<file path="config.mk">
export PLATFORM = sky130hd
export DESIGN_NAME = reg_dump_reader
export DESIGN_NICKNAME = d
export VERILOG_FILES = /design/src/rtl/reg_dump_reader.sv
export SDC_FILE = /design/constraint.sdc
export NUM_CORES = 1
export LEC_CHECK = 0
export BUFFER_PORTS_ARGS = -buffer_cell sky130_fd_sc_hd__buf_2
export CAP_MARGIN = 20
export CELL_PAD_IN_SITES_DETAIL_PLACEMENT = 1
export CELL_PAD_IN_SITES_GLOBAL_PLACEMENT = 2
export CORE_MARGIN = 5
export CORE_UTILIZATION = 28
export DETAILED_ROUTE_END_ITERATION = 8
export GPL_ROUTABILITY_DRIVEN = 0
export MAX_ROUTING_LAYER = met4
export PLACE_DENSITY_LB_ADDON = 0.3
export SYNTH_ARGS = -nofsm -noshare
export SYNTH_HDL_FRONTEND = slang
export SYNTH_SLANG_ARGS = --single-unit
</file>
<file path="constraint.sdc">
create_clock -name clk -period 1.7 [get_ports clk]
set_input_delay 0 -clock clk [delete_from_list [all_inputs] [get_ports clk]]
set_output_delay 0 -clock clk [all_outputs]
set_load 0.1 [all_outputs]
</file>
<file path="src/rtl/reg_dump_reader.sv">
// reg_dump_reader
//   Debug readback engine. Walks an inclusive, wrapping address range of a
//   register file through its combinational read port and streams each
//   (address, data) pair out on a valid/ready channel.
//
//   Compile-time option: REG_DUMP_CHECKSUM_EN appends one trailing beat
//   (addr 0, data = XOR of every dumped word) that carries out_last.
//
// Ports
//   clk, rst          clock, asynchronous active-high reset
//   start             dump request, ignored while busy
//   start_addr        first address (sampled on accept)
//   end_addr          last address, inclusive (sampled on accept)
//   busy              dump in progress
//   done              one-cycle pulse when the final beat handshakes
//   rf_read_addr      register file read address (0 when idle)
//   rf_read_data      register file read data (combinational)
//   out_valid/ready   output handshake
//   out_addr/data     current beat payload
//   out_last          final beat marker
module reg_dump_reader #(
  parameter int DATA_WIDTH = 8,
  parameter int ADDR_WIDTH = 8
) (
  input  logic                  clk,
  input  logic                  rst,
  input  logic                  start,
  input  logic [ADDR_WIDTH-1:0] start_addr,
  input  logic [ADDR_WIDTH-1:0] end_addr,
  output logic                  busy,
  output logic                  done,
  output logic [ADDR_WIDTH-1:0] rf_read_addr,
  input  logic [DATA_WIDTH-1:0] rf_read_data,
  output logic                  out_valid,
  input  logic                  out_ready,
  output logic [ADDR_WIDTH-1:0] out_addr,
  output logic [DATA_WIDTH-1:0] out_data,
  output logic                  out_last
);

`ifdef REG_DUMP_CHECKSUM_EN
  typedef enum logic [1:0] {S_IDLE, S_READ, S_SEND, S_CSUM} state_t;
`else
  typedef enum logic [1:0] {S_IDLE, S_READ, S_SEND} state_t;
`endif

  state_t                state_q, state_d;
  logic [ADDR_WIDTH-1:0] cur_q, cur_d;
  logic [ADDR_WIDTH-1:0] end_q, end_d;
  logic                  valid_q, valid_d;
  logic                  last_q, last_d;
  logic [ADDR_WIDTH-1:0] oaddr_q, oaddr_d;
  logic [DATA_WIDTH-1:0] odata_q, odata_d;
`ifdef REG_DUMP_CHECKSUM_EN
  logic [DATA_WIDTH-1:0] csum_q, csum_d;
`endif

  logic hs;
  assign hs = valid_q && out_ready;

  always_comb begin
    state_d = state_q;
    cur_d   = cur_q;
    end_d   = end_q;
    valid_d = valid_q;
    last_d  = last_q;
    oaddr_d = oaddr_q;
    odata_d = odata_q;
`ifdef REG_DUMP_CHECKSUM_EN
    csum_d  = csum_q;
`endif
    done    = 1'b0;
    case (state_q)
      S_IDLE: begin
        if (start) begin
          cur_d   = start_addr;
          end_d   = end_addr;
`ifdef REG_DUMP_CHECKSUM_EN
          csum_d  = '0;
`endif
          state_d = S_READ;
        end
      end
      S_READ: begin
        odata_d = rf_read_data;
        oaddr_d = cur_q;
        valid_d = 1'b1;
`ifdef REG_DUMP_CHECKSUM_EN
        last_d  = 1'b0;  // checksum beat always follows
`else
        last_d  = (cur_q == end_q);
`endif
        state_d = S_SEND;
      end
      S_SEND: begin
        if (hs) begin
`ifdef REG_DUMP_CHECKSUM_EN
          csum_d = csum_q ^ odata_q;
`endif
          if (cur_q != end_q) begin
            cur_d   = cur_q + ADDR_WIDTH'(1);  // wraps through all-ones to 0
            valid_d = 1'b0;
            state_d = S_READ;
          end else begin
`ifdef REG_DUMP_CHECKSUM_EN
            oaddr_d = '0;
            odata_d = csum_q ^ odata_q;  // include the beat just accepted
            last_d  = 1'b1;
            valid_d = 1'b1;
            state_d = S_CSUM;
`else
            done    = 1'b1;
            valid_d = 1'b0;
            last_d  = 1'b0;
            state_d = S_IDLE;
`endif
          end
        end
      end
`ifdef REG_DUMP_CHECKSUM_EN
      S_CSUM: begin
        if (hs) begin
          done    = 1'b1;
          valid_d = 1'b0;
          last_d  = 1'b0;
          state_d = S_IDLE;
        end
      end
`endif
      default: state_d = S_IDLE;
    endcase
  end

  always_ff @(posedge clk or posedge rst) begin
    if (rst) begin
      state_q <= S_IDLE;
      cur_q   <= '0;
      end_q   <= '0;
      valid_q <= 1'b0;
      last_q  <= 1'b0;
      oaddr_q <= '0;
      odata_q <= '0;
`ifdef REG_DUMP_CHECKSUM_EN
      csum_q  <= '0;
`endif
    end else begin
      state_q <= state_d;
      cur_q   <= cur_d;
      end_q   <= end_d;
      valid_q <= valid_d;
      last_q  <= last_d;
      oaddr_q <= oaddr_d;
      odata_q <= odata_d;
`ifdef REG_DUMP_CHECKSUM_EN
      csum_q  <= csum_d;
`endif
    end
  end

  assign busy         = (state_q != S_IDLE);
  assign rf_read_addr = (state_q == S_IDLE) ? '0 : cur_q;
  assign out_valid    = valid_q;
  assign out_last     = last_q;
  assign out_addr     = oaddr_q;
  assign out_data     = odata_q;

endmodule

</file>
==> metrics.md <==
| Metric | Value |
|---|---|
| Status | finished with violations |
| Violated checks | negative setup slack |
| Initial Utilization | 0.285 |
| Measured slew at the worst slew-check pin | 499 ps |
| First-pass GRT wire length | 9230 µm |
| Commonest non-fill, non-tap cell in the layout | buf_2 |
| CTS buffer count | 5 |
| WP data required | 1870 ps |
| Placed Instances | 318 |
| Detail Placement HPWL | 4130 µm |
| Width of the die | 90.0 µm |
| Layout cell share with drive strength beyond 1 | 0.451 |
| CTS clk-pin slew, worst paths | 80 ps |
| Post-synth EDFFs | 0 |
| Reg2reg setup slack | -60 ps |
| Yosys cell types | 37 |
| Vias in the first global route | 1,751 |
| CTS Buffer Depth | 2 |
| R2R Path End | cur_q[2] |
| Fin. Hold Viols | 0 |
| Synth area leaders | dfrtp_1 50%, mux2_2 10%, nand2_1 6.7%, xor2_1 3.9%, nor2b_1 2.8% |
| CP delay by family, top | simple AND/OR/NAND/NOR gates |
| DRT antenna net count | 0 |
| IO Pins | 56 |
| Cell breakdown of the critical path | xor2_1, nor4_2, buf_4, and2_4, nor2_1, a221o_1 |
| Rel. slew slack | 0.670 |
| Drt drc | 0 |
| Fill cells | 732 |
| Worst Setup End Kind | flop |
| Post-synthesis sequential area ratio | 0.503 |
| Worst skew pair latency | 290 ps |
| Critical Path Max Stage Delay | 390 ps |
| H-tree levels | 2 |
| Antenna violations before repair | 0 |
| I/O Buffers | 55 |
| Cell Area, Placed | 0.00233 mm² |
| Overflow after GRT | 0 |
| Max Clock Freq | 569 MHz |
| GR Util All Layers | 0.144 |
| Post-synthesis cell type with the largest combined area | dfrtp_1 |
| Height of the die | 90.0 µm |
| Finish-stage setup viols | 5 |
| CTS tree | built |
| Crit path launch type | flop |
| Hold_sp | start_addr[1] |
| Nets | 301 |
| Reg2Reg Depth | 6 |
| Most frequent cells in the layout | 52 x buf_2, 35 x dfrtp_1, 31 x nand2_1, 28 x buf_4, 20 x dlygate4sd3_1 |
| Final Worst Setup Slack | -57.4 ps |
| Min cycle time layout | 1760 ps |
| Clock Sinks | 36 |
| Place WS | -143 ps |
| Netlist Area Pre-Place | 0.00179 mm² |
| Wire length per cell | 16.1 µm |
| Via count | 1,683 |
| Worst path slowest cell | dfrtp_1 |
| CP Buf/Inv Count | 1 |
| Iteration-0 DRC count of the detailed router | 66 |
| Register bit total from synthesis | 36 |
| Fin Clk Skew | 7.44 ps |
| Synth Flop Type | dfrtp_1 |
| Reg2reg start | cur_q[4] |
| Total wire length | 5620 µm |
| Num rows | 29 |
| Core footprint | 0.00628 mm² |
| Largest net degree at the start of global routing | 19 |
| CP arrival | 1930 ps |
| Syn. warnings | 0 |
| Hold endpoint | cur_q[1] |
| CTS root buffer | clkbuf_8 |
| CP Class | flop to flop |
| Cell area after layout | 0.00274 mm² |
| Die ar. | 0.00810 mm² |
| Final non-filler cell total | 350 |
| Asr flop ratio synth | 1.00 |
| DRT Pass-1 Iters | 4 |
| Slew Viols, Final | 0 |
| Max-cap violations | 0 |
| Path category of the worst min-delay check | input pin to flop |
| Area Overhead vs Synth | 52.9% |
| Antenna cell count | 0 |
| Cells after Synth | 170 |
| RSZ-0062 raised after global routing | true |
| Worst Hold Depth | 4 |
| Synth Net Count | 199 |
| Final Cycle Share | 1.03 |
| Via density | 4.81 |
| Share of the synthesized area in the top cell type | 0.503 |
| Crit path max fanout | 5 |
| Synth Area per Inst | 10.5 µm² |
what timing repair did:
action	CTS	global route
hold buffers	20	0
setup endpoints to repair	9	12
resized for setup	9	11
buffers inserted	3	0
pin swaps	5	4
gates cloned	1	0
hold endpoints to repair	32	0
metrics by stage:
stage,TNS [ps],utilization,hold slack (ps)
2_1_floorplan,-1590,-,105
3_3_place_gp,-492,0.372,-18.0
3_5_place_dp,-750,0.372,-9.59
4_1_cts,-247,0.429,24.2
5_1_grt,-1150,0.437,64.6
6_report,-208,0.437,37.3
cell families after synthesis:
| family | share of synthesized area |
|---|---|
| adder cells (fa/ha/maj) | 0.00698 |
| AO/OA/AOI/OAI | 0.127 |
| AND/OR/NAND/NOR | 0.170 |
| XOR/XNOR | 0.0391 |
| buffers and inverters | 0.0447 |
| flip-flops | 0.503 |
| multiplexers | 0.109 |
worst max-delay path by stage:
stage | to | slack [ps] | cells after the start | from
after floorplan | rf_read_addr[0] | -210 | 2 | state_q[1]
after global placement | cur_q[6] | -90 | 5 | cur_q[4]
after detailed placement | cur_q[2] | -140 | 5 | end_q[4]
after CTS | done | -70 | 6 | cur_q[1]
after global routing | cur_q[2] | -170 | 6 | cur_q[4]
final | cur_q[2] | -60 | 6 | cur_q[4]
sequential cells by signal, indices dropped and copies added (netlist names):
register and cells:
cur_q 8, end_q 8, out_addr 8, out_data 8, state_q 2, out_last 1, out_valid 1
synthesized netlist by cell type (all sizes together) (2+ instances only):
| cell | count |
|---|---|
| a211oi | 2 |
| nor2 | 6 |
| a221o | 2 |
| mux2 | 17 |
| nor4 | 3 |
| xor2 | 8 |
| nor2b | 8 |
| nand2b | 2 |
| nand2 | 32 |
| o211ai | 2 |
| buf | 7 |
| dfrtp | 36 |
| clkbuf | 2 |
| nand3 | 7 |
| a21oi | 5 |
| o21ai | 6 |
| and2b | 2 |
| o311a | 3 |
| inv | 5 |
routing by layer:
layer | track usage | up-vias | routed length (µm)
met5 | - | - | 0
met4 | 0.0471 | 0 | 90
met3 | 0.0351 | 9 | 220
met2 | 0.209 | 41 | 2640
met1 | 0.199 | 837 | 2670
li1 | - | 796 | -
cell type report:
type                    instances  area [µm²]  area share
repair buffers                103         718       0.262
clock buffers                   7        86.3      0.0315
clock inverters                 1        7.51     0.00274
multi-input cells             121         908       0.332
flip-flops and latches         36         905       0.330
inverters                       5        18.8     0.00685
well taps                      77        96.3      0.0352
tightest hold or removal path: stages:
cell	delay, ps
buf_2	80
nand2_1	40
nand2_1	60
mux2_4	130
Power is left out: the tool's default activity adds up to more than one toggle a clock period on the data nets, which glitch-free logic cannot reach.
